File: config.mk
export PLATFORM = sky130hd
export DESIGN_NAME = cache_maint_seq
export DESIGN_NICKNAME = d
export VERILOG_FILES = /design/src/rtl/cache_maint_seq_pkg.sv /design/src/rtl/cache_maint_seq.sv
export SDC_FILE = /design/constraint.sdc
export NUM_CORES = 1
export LEC_CHECK = 0
export ABC_CLOCK_PERIOD_IN_PS = 2700
export CAP_MARGIN = 0
export CORE_MARGIN = 2
export CORE_UTILIZATION = 47
export DETAILED_ROUTE_END_ITERATION = 16
export GPL_TIMING_DRIVEN = 0
export PLACE_DENSITY = 0.79
export SETUP_SLACK_MARGIN = 0.02
export SLEW_MARGIN = 20
export SYNTH_ARGS = -nofsm -noshare
export SYNTH_HDL_FRONTEND = slang
export SYNTH_SLANG_ARGS = --single-unit
File: constraint.sdc
create_clock -name clk -period 2.7 [get_ports clk]
set_input_delay 0.54 -clock clk [delete_from_list [all_inputs] [get_ports clk]]
set_output_delay 0.54 -clock clk [all_outputs]
set_load 0.05 [all_outputs]
File: src/rtl/cache_maint_seq_pkg.sv
// Shared definitions for the cache maintenance sequencer: FSM state
// encoding, the whole-cache address marker and tag-entry field layout.
package cache_maint_seq_pkg;

  typedef enum logic [2:0] {
    ST_IDLE = 3'd0,
    ST_RD   = 3'd1,
    ST_CHK  = 3'd2,
    ST_WB   = 3'd3,
    ST_WR   = 3'd4,
    ST_NEXT = 3'd5,
    ST_ACK  = 3'd6
  } state_t;

  // Request address that selects every line instead of a single one.
  localparam logic [31:0] WHOLE_CACHE_ADDR = 32'hFFFF_FFFF;

  // Tag entry is {valid, dirty, tag}. The tag occupies [TAG_W-1:0]; the
  // flag bits sit above it at TAG_W + offset.
  localparam int ENT_VALID_OFS = 1;
  localparam int ENT_DIRTY_OFS = 0;

endpackage

File: src/rtl/cache_maint_seq.sv
// Cache maintenance sequencer: walks one line (or every line) of a
// direct-mapped tag RAM, writing back dirty lines on flush and clearing
// valid/dirty on invalidate.
//
// Handshakes: req_flush/req_inval are levels held by the requester until
// the one-cycle req_ack pulse; they are only sampled in IDLE. wb_req is
// raised with a fixed wb_addr and held until wb_ack is seen high at a
// rising edge; wb_ack is ignored at any other time. tag_rd returns
// tag_rdata on the following cycle; tag_wr is a single-cycle write.
module cache_maint_seq
  import cache_maint_seq_pkg::*;
#(
  parameter int IDX_W = 7,
  parameter int OFS_W = 5,
  localparam int TAG_W = 32 - IDX_W - OFS_W
) (
  input  logic               clk,
  input  logic               reset_n,
  input  logic [31:0]        req_addr,
  input  logic               req_flush,
  input  logic               req_inval,
  output logic               req_ack,
  output logic               busy,
  output logic [IDX_W-1:0]   tag_addr,
  output logic               tag_rd,
  input  logic [TAG_W+1:0]   tag_rdata,
  output logic               tag_wr,
  output logic [TAG_W+1:0]   tag_wdata,
  output logic               wb_req,
  output logic [31:0]        wb_addr,
  input  logic               wb_ack,
  output logic [2:0]         dbg_state
);

  state_t             r_state;
  logic               r_flush;
  logic               r_inval;
  logic [31:0]        r_addr;
  logic [IDX_W-1:0]   r_index;
  logic               r_tag_update;
  logic               r_req_ack;
  logic               r_busy;
  logic               r_tag_rd;
  logic               r_tag_wr;
  logic               r_wb_req;
  logic [31:0]        r_wb_addr;
  logic [TAG_W+1:0]   r_tag_wdata;

  logic               w_whole;
  logic               w_valid;
  logic               w_dirty;
  logic [TAG_W-1:0]   w_tag;
  logic               w_hit;
  logic               w_need_wb;
  logic               w_need_wr;

  // Decode of the tag entry returned in CHK against the latched request.
  always_comb begin
    w_whole   = (r_addr == WHOLE_CACHE_ADDR);
    w_valid   = tag_rdata[TAG_W + ENT_VALID_OFS];
    w_dirty   = tag_rdata[TAG_W + ENT_DIRTY_OFS];
    w_tag     = tag_rdata[TAG_W-1:0];
    w_hit     = w_valid & (w_whole | (w_tag == r_addr[31 -: TAG_W]));
    w_need_wb = w_hit & w_dirty & r_flush;
    w_need_wr = w_hit & (r_inval | (w_dirty & r_flush));
  end

  // Sequencer FSM; every output is a register set on the transition into
  // the state that owns it, so strobes line up exactly with the state.
  always_ff @(posedge clk or negedge reset_n) begin
    if (!reset_n) begin
      r_state      <= ST_IDLE;
      r_flush      <= 1'b0;
      r_inval      <= 1'b0;
      r_addr       <= '0;
      r_index      <= '0;
      r_tag_update <= 1'b0;
      r_req_ack    <= 1'b0;
      r_busy       <= 1'b0;
      r_tag_rd     <= 1'b0;
      r_tag_wr     <= 1'b0;
      r_wb_req     <= 1'b0;
      r_wb_addr    <= '0;
      r_tag_wdata  <= '0;
    end else begin
      r_req_ack <= 1'b0;
      r_tag_rd  <= 1'b0;
      r_tag_wr  <= 1'b0;
      case (r_state)
        ST_IDLE: begin
          if (req_flush | req_inval) begin
            r_flush  <= req_flush;
            r_inval  <= req_inval;
            r_addr   <= req_addr;
            r_index  <= (req_addr == WHOLE_CACHE_ADDR) ? '0 : req_addr[OFS_W +: IDX_W];
            r_busy   <= 1'b1;
            r_tag_rd <= 1'b1;
            r_state  <= ST_RD;
          end
        end
        ST_RD: begin
          r_state <= ST_CHK;
        end
        ST_CHK: begin
          // Invalidate keeps the old tag bits; they are don't-care once
          // valid is cleared. Flush-only preserves the tag exactly.
          r_tag_wdata  <= {~r_inval, 1'b0, w_tag};
          r_tag_update <= w_need_wr;
          if (w_need_wb) begin
            r_wb_addr <= {w_tag, r_index, {OFS_W{1'b0}}};
            r_wb_req  <= 1'b1;
            r_state   <= ST_WB;
          end else if (w_need_wr) begin
            r_tag_wr <= 1'b1;
            r_state  <= ST_WR;
          end else begin
            r_state <= ST_NEXT;
          end
        end
        ST_WB: begin
          if (wb_ack) begin
            r_wb_req <= 1'b0;
            if (r_tag_update) begin
              r_tag_wr <= 1'b1;
              r_state  <= ST_WR;
            end else begin
              r_state <= ST_NEXT;
            end
          end
        end
        ST_WR: begin
          r_state <= ST_NEXT;
        end
        ST_NEXT: begin
          // Whole-cache walk stops at the last index; it never wraps.
          if (w_whole && (r_index != {IDX_W{1'b1}})) begin
            r_index  <= r_index + 1'b1;
            r_tag_rd <= 1'b1;
            r_state  <= ST_RD;
          end else begin
            r_req_ack <= 1'b1;
            r_state   <= ST_ACK;
          end
        end
        ST_ACK: begin
          r_busy  <= 1'b0;
          r_state <= ST_IDLE;
        end
        default: begin
          r_busy  <= 1'b0;
          r_state <= ST_IDLE;
        end
      endcase
    end
  end

  assign req_ack   = r_req_ack;
  assign busy      = r_busy;
  assign tag_addr  = r_index;
  assign tag_rd    = r_tag_rd;
  assign tag_wr    = r_tag_wr;
  assign tag_wdata = r_tag_wdata;
  assign wb_req    = r_wb_req;
  assign wb_addr   = r_wb_addr;
  assign dbg_state = r_state;

endmodule
Yosys cells after proc, flatten, opt, wreduce, memory -nomap -nowiden. Cells that the tools add are included.

Flip-flop bits (word level): 98. Latch bits: 0. RAM bits: 0. Bits in read-only memories: 0. Memories kept: 0.

Add/subtract/negate cells: 1. Multiply operators: 0. Div/mod/pow operators: 0. Magnitude comparators: 0. Eq/ne operators: 13. Shifts and indexed selects: 0. Muxes and demuxes: 26. Bitwise operators: 10. Reductions and logical operators: 11.

Operators with widths (number): $eq A32 B32 Y1 const B (2); $mux W7 (3); $eq A20 B20 Y1 (1); $pmux W3 S6 (1); $pmux W7 S2 (1); $mux W1 (13); $mux W3 (4); $ne A2 B2 Y1 const B (4); $pmux W1 S2 (4); $reduce_and A2 Y1 (4); $add A7 B1 Y7 const B (1); $ne A7 B7 Y1 const B (1); $eq A3 B2 Y1 const B (2); $eq A3 B3 Y1 const B (2); $reduce_and A3 Y1 (2); $and A1 B1 Y1 (5); $reduce_or A5 Y1 (1); $reduce_bool A2 Y1 (2); $eq A3 B1 Y1 const B (1); $logic_not A3 Y1 (1); $or A1 B1 Y1 (3); $not A1 Y1 (2); $logic_and A1 B1 Y1 (1).

Depth between registers and ports, before layout. Gate-level depths: netlist of run 1.

Depth after elaboration: 7. Mapped depth: 8. Gate-level depth less buffers: 7.

Worst setup path after synthesis of run 1. OpenSTA, ideal clock, no wires.

Kind: flip-flop to flip-flop. Start: register r_index[1], in the netlist tag_addr[1]. End: register r_index[2], in the netlist tag_addr[2]. Setup time: 0.083 ns. Arrival: 2.267 ns. Required time: 2.617 ns. Path slack: 0.350 ns. Cell stages (with the launch flop): 9. Clock period less this slack: 2.350 ns. Cell sequence: dfrtp_1 > ha_1 > and3_1 > nand4_1 > and4_1 > a21oi_1 > clkbuf_1 > o21ai_0 > o21ai_0.

Word-level cells in the longest chain between the ends: 4.

Ends and longest elaborated chain: from (decl) (line cache_maint_seq.sv:39) `logic [IDX_W-1:0] r_index;`; from (signal assigned) (line cache_maint_seq.sv:95) `r_index <= (req_addr == WHOLE_CACHE_ADDR) ? '0 : req_addr[OFS_W +: IDX_W];`; from (signal assigned) (line cache_maint_seq.sv:137) `r_index <= r_index + 1'b1;`; branches (longest 4 deep; another with $add A7 B1 Y7).

Parallel ways; which one is timed is not known. The select of a mux whose other input is x is not followed. A chain may end at the register's enable or synchronous reset.

Final worst setup path of run 1.
Start: input port tag_rdata[1]. End: register r_wb_addr[27], in the netlist wb_addr[27].

Word-level cells in the longest chain between the ends: 6.

Ends and longest elaborated chain: from (decl) (line cache_maint_seq.sv:26) `input logic [TAG_W+1:0] tag_rdata,`; $eq A20 B20 Y1 (line cache_maint_seq.sv:63) `w_hit = w_valid & (w_whole | (w_tag == r_addr[31 -: TAG_W]));`; $or A1 B1 Y1 (line cache_maint_seq.sv:63); $and A1 B1 Y1 (line cache_maint_seq.sv:63); $and A1 B1 Y1 (2 in series) (line cache_maint_seq.sv:64) `w_need_wb = w_hit & w_dirty & r_flush;`; $reduce_and A2 Y1 (no source line); to (signal assigned) (line cache_maint_seq.sv:110) `r_wb_addr <= {w_tag, r_index, {OFS_W{1'b0}}};`; to (decl) (line cache_maint_seq.sv:46) `logic [31:0] r_wb_addr;`.

Every way passes these cells.

==> results.toml, run 1 <==
[run_status]
run_status = "complete, no violations"

[setup_path]
r2r-start = "tag_addr[1]"
crit_arrival_ps = 2810
startpoint = "tag_rdata[1]"
critPathBufInv = 3
crit_end = "wb_addr[27]"
cp_max_fo = 10
path_depth = 9
reg2regPathDepth = 8
cp-end-kind = "flop"
worst_r2r_endpoint = "tag_addr[2]"
cp_top_family = "buffers and inverters"
path_cells = "clkdlybuf4s50_1 > xor2_1 > nor4_1 > nand3_1 > o31ai_4 > nand3_2 > buf_6 > buf_6 > mux2_4"
path_class = "input port to flop"
reg2reg_slack_ps = 370
crit_path_max_incr_delay_ps = 480
crit_top_cell = "buf_6"
start_kind = "input port"
required_ps = 2950
slowest_stage = "clkdlybuf4s50_1"

[timing]
fin_hold_ws_ps = 5.05
finalMaxSlewViolations = 0
tightestPinTransition_ps = 594
finClkSkew_ps = 13.6
setup_violations = 0
fin_crit_sh = 0.947
fmax_mhz = 391
period_needed_ps = 2560
hold_viol = 0
slew_headroom = 0.601
rsz0062_at_grt = "false"

[global_route]
grt_start_max_net_pins = 79
grt_remaining_overflow = 0
grt_pass1_vias = 3678
track_usage = 0.231
grt_pass1_wl_um = 18300
grt_antenna_before_repair = 0

[clock_network]
clock_latency_ps = 360
ctsHoldBuffers = 0
htreeDepth = 3
cts_root_buf = "clkbuf_8"
cts_tree = "yes"
cts_sinks = 98
cts_made_buffers = 9
post-cts-setup-buffer-count = 0
clockBufferDepth = 2
clkTransAtPathRegs_ps = 100

[synthesis]
ys_seq_elements = 98
yosys.cell_count.top_type = "nand2_1"
synth_edf_count = 0
synth_flop_cell = "dfrtp_1"
synthCells = 445
yosys.cell_types.count = 44
syn_area_um2 = 4390
avgSynthCellArea_um2 = 9.85
yosys_warnings = 0
synth_top_cell_by_area = "dfrtp_1"
netlist_top_cells_count = "173 x nand2_1, 98 x dfrtp_1, 24 x nand4_1"
synth-seq-area-share = 0.559
synth_top_cell_area_share = 0.559
synth_async_sr_flop_share = 1.00
synth.top_cells.by_area = "dfrtp_1 56%, nand2_1 15%, mux2_2 4.9%, nand4_1 3.4%, mux2_4 2.7%"

[detailed_routing]
drc = 0
post_drt_wl_per_cell_um = 15.9
final_antenna_net_count = 0
drtIter0Drc = 177
wl_um = 11100
via_per_inst = 5.28
vias = 3688
dr.pass1.iters = 4

[job]
maxCapViolations = 0

[layout]
regArea_um2 = 2450
drive_gt1_frac = 0.0986
area_growth_pct = 35.9
fillers = 722
finalNetCount = 643
insertedDiodeCount = 0
final_cells = 699
multi_input_area_um2 = 1800

[worst_hold_path]
hold_path.class = "input port to async pin"

[placement]
hpwlAfterDp_um = 8350
dp.cells = 683
io_buffers = 121
place_congestion = 0.885

[pwr]
cellLeakagePower_uw = 0.00283
irDropWorstVdd_v = 0.000489
switching_share = 0.463
p_switching_uw = 2850
clkPwrFrac = 0.142
p_comb_frac = 0.464
p_int_uw = 3300
power_frac_seq = 0.394
powerDensity_nw_per_um2 = 1030
p_total_uw = 6140

[floorplan]
fp.dieW_um = 101
core_um2 = 9150
initial_utilization = 0.479
placementRows = 35
fp.dieH_um = 101
ios = 128
die_area_um2 = 10100
-- cells in the final DEF (no fill, tap or decap), types with 6 or more instances in the layout --
master	count
inv_1	7
conb_1	6
buf_4	6
a21oi_1	13
nand2_1	173
dfrtp_1	98
mux2_2	19
o21ai_0	6
clkdlybuf4s50_1	120
xor2_1	12
mux2_4	8
nor4_1	7
clkbuf_1	13
nand4_1	24
nor2_1	6
clkbuf_8	9
xnor2_1	8
-- power by group through the flow --
stage	clock network (µW)	logic, µW	registers, µW
floorplan	0	1030	3220
global placement	0	2770	2420
detailed placement	0	2850	2440
CTS	891	2860	2410
global route	957	3110	2490
finish	875	2850	2420
-- routing by layer --
| metal | routed length [µm] | share of wire | GRT usage |
|---|---|---|---|
| met5 | 0 | 0 | 0 |
| met4 | 116 | 0.010 | 0.0632 |
| met3 | 630 | 0.057 | 0.0458 |
| met2 | 5330 | 0.48 | 0.376 |
| met1 | 5030 | 0.45 | 0.317 |
-- registers in the layout (all words and copies together) (netlist names) --
signal,cells
r_tag_update,1
tag_wdata,21
r_inval,1
busy,1
tag_wr,1
req_ack,1
wb_addr,27
r_flush,1
wb_req,1
tag_rd,1
tag_addr,7
r_addr,32
dbg_state,3
-- cell type report --
type                            instances  area share
Clock inverter                          7     0.00882
Buffer                                 23      0.0212
Tap cell                              111      0.0233
Sequential cell                        98       0.411
Timing Repair Buffer                  122       0.208
Inverter                                7     0.00441
Multi-Input combinational cell        322       0.302
Clock buffer                            9      0.0208
-- cells by family after synthesis --
| family | count (synthesis) | share of synthesized area |
|---|---|---|
| mux | 28 | 0.0785 |
| other cells | 1 | 0.000855 |
| xor+xnor | 20 | 0.0399 |
| flops | 98 | 0.559 |
| simple gates | 229 | 0.225 |
| fa+ha+maj | 1 | 0.00285 |
| buf+inv | 30 | 0.0345 |
| compound gates | 38 | 0.0591 |
-- worst min path at each step --
stage,start,to,slack [ps],cells after the start
3_3_place_gp,tag_wdata[19],tag_wdata[19],460,2
4_1_cts,reset_n,r_tag_update,3,1
5_1_grt,reset_n,wb_addr[11],7,1
2_1_floorplan,reset_n,busy,240,0
3_5_place_dp,reset_n,r_tag_update,400,1
6_report,reset_n,r_tag_update,5,1
-- what timing repair did --
item,4_1_cts,5_1_grt
gates resized for setup,0,2
hold endpoints to repair,0,0
setup endpoints to repair,0,1
-- through the flow --
step | instance area (µm²) | TNS, ps | setup WS [ps] | utilization
final | 5960 | 0 | 143 | 0.651
after global routing | 5960 | 0 | 32.4 | 0.651
after CTS | 5960 | 0 | 157 | 0.651
after detailed placement | 5780 | -3680 | -234 | 0.632
after global placement | 5750 | -248880 | -2510 | 0.629
after floorplan | 4400 | 0 | 350 | -
No activity file was read; power rests on OpenSTA's default activity.
==> run 2: changes to the inputs <==
--- a/config.mk
+++ b/config.mk
@@ -13,7 +13,7 @@
 export GPL_TIMING_DRIVEN = 0
 export PLACE_DENSITY = 0.79
 export SETUP_SLACK_MARGIN = 0.02
-export SLEW_MARGIN = 20
+export SLEW_MARGIN = 10
 export SYNTH_ARGS = -nofsm -noshare
 export SYNTH_HDL_FRONTEND = slang
 export SYNTH_SLANG_ARGS = --single-unit
==> results.toml, run 2 (same netlist as run 1, synthesis figures left out) <==
[run_status]
run_status = "complete, no violations"

[layout]
insertedDiodeCount = 0
regMostFlops = "r_addr"
multi_input_area_um2 = 1800
final_cell_mix = "173 x nand2_1, 120 x clkdlybuf4s50_1, 98 x dfrtp_1"
largest_reg_flops = 32
area_growth_pct = 37.4
finalNetCount = 644
regArea_um2 = 2450
fillers = 732
drive_gt1_frac = 0.100
layout_commonest_cell = "nand2_1"

[clock_network]
ctsHoldBuffers = 0
cts_made_buffers = 9
clock_latency_ps = 370
clockBufferDepth = 2
clkTransAtPathRegs_ps = 90
htreeDepth = 3
cts_tree = "yes"
cts_sinks = 98
cts_root_buf = "clkbuf_8"

[timing]
fin_hold_ws_ps = 210
rsz0062_at_grt = "false"
hold_viol = 0
fin_ws_ps = 155
slew_headroom = 0.557
period_needed_ps = 2540
finalMaxSlewViolations = 0
fin_crit_sh = 0.943
finClkSkew_ps = 12.1
fin_setup_tns_ps = 0
setup_violations = 0
tightestPinTransition_ps = 664
fmax_mhz = 393

[detailed_routing]
wl_um = 11400
final_antenna_net_count = 0
post_drt_wl_per_cell_um = 16.3
dr.pass1.iters = 5
vias = 3749
drtIter0Drc = 167
drc = 0
via_per_inst = 5.36

[setup_path]
cp-end-kind = "flop"
path_class = "input port to flop"
reg2reg_slack_ps = 360
crit_path_max_incr_delay_ps = 480
reg2regPathDepth = 8
r2r-start = "tag_addr[1]"
worst_r2r_endpoint = "tag_addr[2]"
crit_top_cell = "buf_6"
crit_arrival_ps = 2800
cp_max_fo = 10
required_ps = 2960
path_cells = "clkdlybuf4s50_1 > xor2_1 > nor4_1 > nand3_1 > o31ai_4 > nand3_2 > buf_6 > buf_6 > mux2_4"
start_kind = "input port"
slowest_stage = "clkdlybuf4s50_1"

[job]
maxCapViolations = 0

[global_route]
grt_antenna_before_repair = 0
grt_pass1_vias = 3746
grt_remaining_overflow = 0
grt_start_max_net_pins = 53
grt_pass1_wl_um = 18700
track_usage = 0.236

[pwr]
irDropWorstVdd_v = 0.000492
cellLeakagePower_uw = 0.00286
p_total_uw = 6390
powerDensity_nw_per_um2 = 1060

[worst_hold_path]
hold_path.class = "input port to async pin"

[floorplan]
die_area_um2 = 10100
core_um2 = 9150
fp.dieH_um = 101
initial_utilization = 0.479
ios = 128
fp.dieW_um = 101
placementRows = 35

[placement]
io_buffers = 121
place_congestion = 0.885
dp_slack_ps = -234
hpwlAfterDp_um = 8400
run 2: worst max path at each step:
stage | start | end | slack, ps | cells past startpoint
final | tag_rdata[18] | wb_addr[27] | 160 | 9
after global routing | tag_rdata[1] | wb_addr[23] | 40 | 9
after CTS | tag_rdata[1] | wb_addr[23] | 150 | 9
after detailed placement | tag_rdata[1] | wb_addr[24] | -230 | 9
after global placement | reset_n | wb_addr[14] | -2510 | 1
after floorplan | tag_addr[1] | tag_addr[2] | 350 | 8
run 2: through the flow:
stage,cell area (µm²),util,instances
floorplan,4400,-,450
global placement,5750,0.629,682
detailed placement,5780,0.631,683
CTS,6020,0.657,699
global route,6020,0.658,700
finish,6020,0.658,700
run 2: power by group:
part | internal [µW] | leakage [µW] | total [µW] | switching (µW)
clock network | 578 | 0.000116 | 1100 | 527
logic | 980 | 0.00149 | 2870 | 1890
registers | 1970 | 0.00125 | 2420 | 446
total | 3530 | 0.00286 | 6390 | 2860
run 2: layout make-up:
class / instances / area share
plain buffers: 23 / 0.0210
clock buffers: 11 / 0.0251
clock inverters: 5 / 0.0141
inverters: 7 / 0.00436
multi-input cells: 322 / 0.299
flip-flops and latches: 98 / 0.407
well taps: 111 / 0.0231
repair buffers: 123 / 0.206
run 2: timing repair:
| action | in CTS | in global routing |
|---|---|---|
| setup buffers | 0 | 1 |
| resized for setup | 0 | 2 |
| endpoints found under the setup margin | 0 | 2 |
run 2: per-layer routing:
| layer | vias up | part of all wire | wire length, µm | global-route usage |
|---|---|---|---|---|
| met3 | 12 | 0.056 | 637 | 0.0381 |
| met2 | 130 | 0.48 | 5540 | 0.395 |
| li1 | 1770 | - | - | - |
| met4 | 0 | 0.012 | 132 | 0.0569 |
| met1 | 1837 | 0.45 | 5130 | 0.324 |
| met5 | - | 0 | 0 | 0 |
run 2: critical path, delay by kind of cell:
kind | cells | cell delay (ps)
compound gates | 1 | 340
xor+xnor | 1 | 180
mux | 1 | 300
simple gates | 3 | 610
buf+inv | 3 | 830
==> run 3: changes to the inputs <==
--- a/config.mk
+++ b/config.mk
@@ -5,7 +5,7 @@
 export SDC_FILE = /design/constraint.sdc
 export NUM_CORES = 1
 export LEC_CHECK = 0
-export ABC_CLOCK_PERIOD_IN_PS = 2700
+export ABC_CLOCK_PERIOD_IN_PS = 2550
 export CAP_MARGIN = 0
 export CORE_MARGIN = 2
 export CORE_UTILIZATION = 47
==> constraint.sdc (replaced) <==
create_clock -name clk -period 2.55 [get_ports clk]
set_input_delay 0.51 -clock clk [delete_from_list [all_inputs] [get_ports clk]]
set_output_delay 0.51 -clock clk [all_outputs]
set_load 0.05 [all_outputs]
==> results.toml, run 3 (same netlist as run 1, synthesis figures left out) <==
[run_status]
run_status = "complete, no violations"

[detailed_routing]
dr.pass1.iters = 5
drc = 0
vias = 3727
via_per_inst = 5.32
post_drt_wl_per_cell_um = 16.3
final_antenna_net_count = 0
wl_um = 11400
drtIter0Drc = 179

[clock_network]
cts_made_buffers = 9
cts_root_buf = "clkbuf_8"
clkTransAtPathRegs_ps = 90
ctsHoldBuffers = 0
htreeDepth = 3
clockBufferDepth = 2
cts_tree = "yes"
clock_latency_ps = 370
cts_sinks = 98

[layout]
insertedDiodeCount = 0
drive_gt1_frac = 0.105
layout_commonest_cell = "nand2_1"
final_cells = 701
final_core_util = 0.660
final_cell_mix = "173 x nand2_1, 119 x clkdlybuf4s50_1, 98 x dfrtp_1"
finalNetCount = 645
fillers = 732
area_growth_pct = 37.8
largest_reg_flops = 32
regMostFlops = "r_addr"

[global_route]
grt_pass1_wl_um = 18700
grt_remaining_overflow = 0
grt_antenna_before_repair = 0
track_usage = 0.236
grt_pass1_vias = 3746
grt_start_max_net_pins = 53

[setup_path]
required_ps = 2800
cp_max_fo = 10
start_kind = "input port"
path_class = "input port to flop"
cp-end-kind = "flop"
crit_arrival_ps = 2730

[timing]
finalMaxSlewViolations = 0
fin_hold_ws_ps = 174
fmax_mhz = 403
hold_viol = 0
fin_crit_sh = 0.972
setup_violations = 0
tightestPinTransition_ps = 670
period_needed_ps = 2480
slew_headroom = 0.553
rsz0062_at_grt = "false"
finClkSkew_ps = 13.1

[placement]
place_congestion = 0.885
dp.cells = 683
hpwlAfterDp_um = 8400
io_buffers = 121

[pwr]
p_total_uw = 6770
p_int_uw = 3740
cellLeakagePower_uw = 0.00288
power_frac_seq = 0.378
powerDensity_nw_per_um2 = 1120
p_switching_uw = 3030
irDropWorstVdd_v = 0.000521
switching_share = 0.448
clkPwrFrac = 0.172
p_comb_frac = 0.449

[floorplan]
placementRows = 35
ios = 128
fp.dieH_um = 101
die_area_um2 = 10100
core_um2 = 9150
initial_utilization = 0.479
fp.dieW_um = 101

[worst_hold_path]
hold_path.class = "input port to async pin"

[job]
maxCapViolations = 0
-- run 3: final cells by class --
cell class | instances | area (µm²) | share of cell area
inverters | 7 | 26.3 | 0.00435
well taps | 111 | 139 | 0.0230
clock buffers | 11 | 151 | 0.0250
repair buffers | 124 | 1250 | 0.207
multi-input cells | 322 | 1810 | 0.300
plain buffers | 23 | 126 | 0.0209
clock inverters | 5 | 85.1 | 0.0141
flip-flops and latches | 98 | 2450 | 0.406
-- run 3: final timing paths --
check | start | slack, ps | cells after the start | endpoint
worst max-delay path | tag_rdata[18] | 70 | 9 | wb_addr[27]
worst min-delay path | reset_n | 170 | 1 | wb_addr[21]
worst max register to register | r_addr[27] | 260 | 8 | wb_addr[27]
worst min register to register | tag_wdata[15] | 490 | 2 | tag_wdata[15]
max in group asynchronous | reset_n | 1700 | 2 | r_addr[7]
min in group clk | tag_rdata[15] | 450 | 3 | tag_wdata[15]
-- run 3: repair_timing --
item                       in CTS  in global routing
gates resized for setup         0                  5
setup endpoints to repair       0                 25
setup buffers                   0                  2
-- run 3: routing by layer --
layer | vias to the layer above | routed length, µm | global-route usage
li1 | 1768 | - | -
met1 | 1814 | 5060 | 0.324
met2 | 136 | 5540 | 0.395
met3 | 9 | 710 | 0.0381
met4 | 0 | 125 | 0.0569
met5 | - | 0 | 0
-- run 3: metrics by stage --
stage                     TNS [ps]  area [µm²]  setup slack (ps)
after floorplan                  0        4400               200
after global placement     -264100        5750             -2630
after detailed placement     -7130        5780              -354
after CTS                        0        6020              31.9
after global routing             0        6040              5.21
final                            0        6040              71.2
-- run 3: critical path: stages --
cell and delay (ps):
clkdlybuf4s50_1 480, xor2_1 170, nor4_1 320, nand3_1 170
o31ai_4 310, nand3_2 120, buf_6 170, buf_6 170
mux2_4 300
-- run 3: power groups by stage --
| stage | combinational, µW | clock, µW | sequential (µW) |
|---|---|---|---|
| after floorplan | 1090 | 0 | 3410 |
| after global placement | 2940 | 0 | 2560 |
| after detailed placement | 3010 | 0 | 2580 |
| after CTS | 3040 | 1190 | 2550 |
| after global routing | 3310 | 1250 | 2640 |
| final | 3040 | 1170 | 2560 |
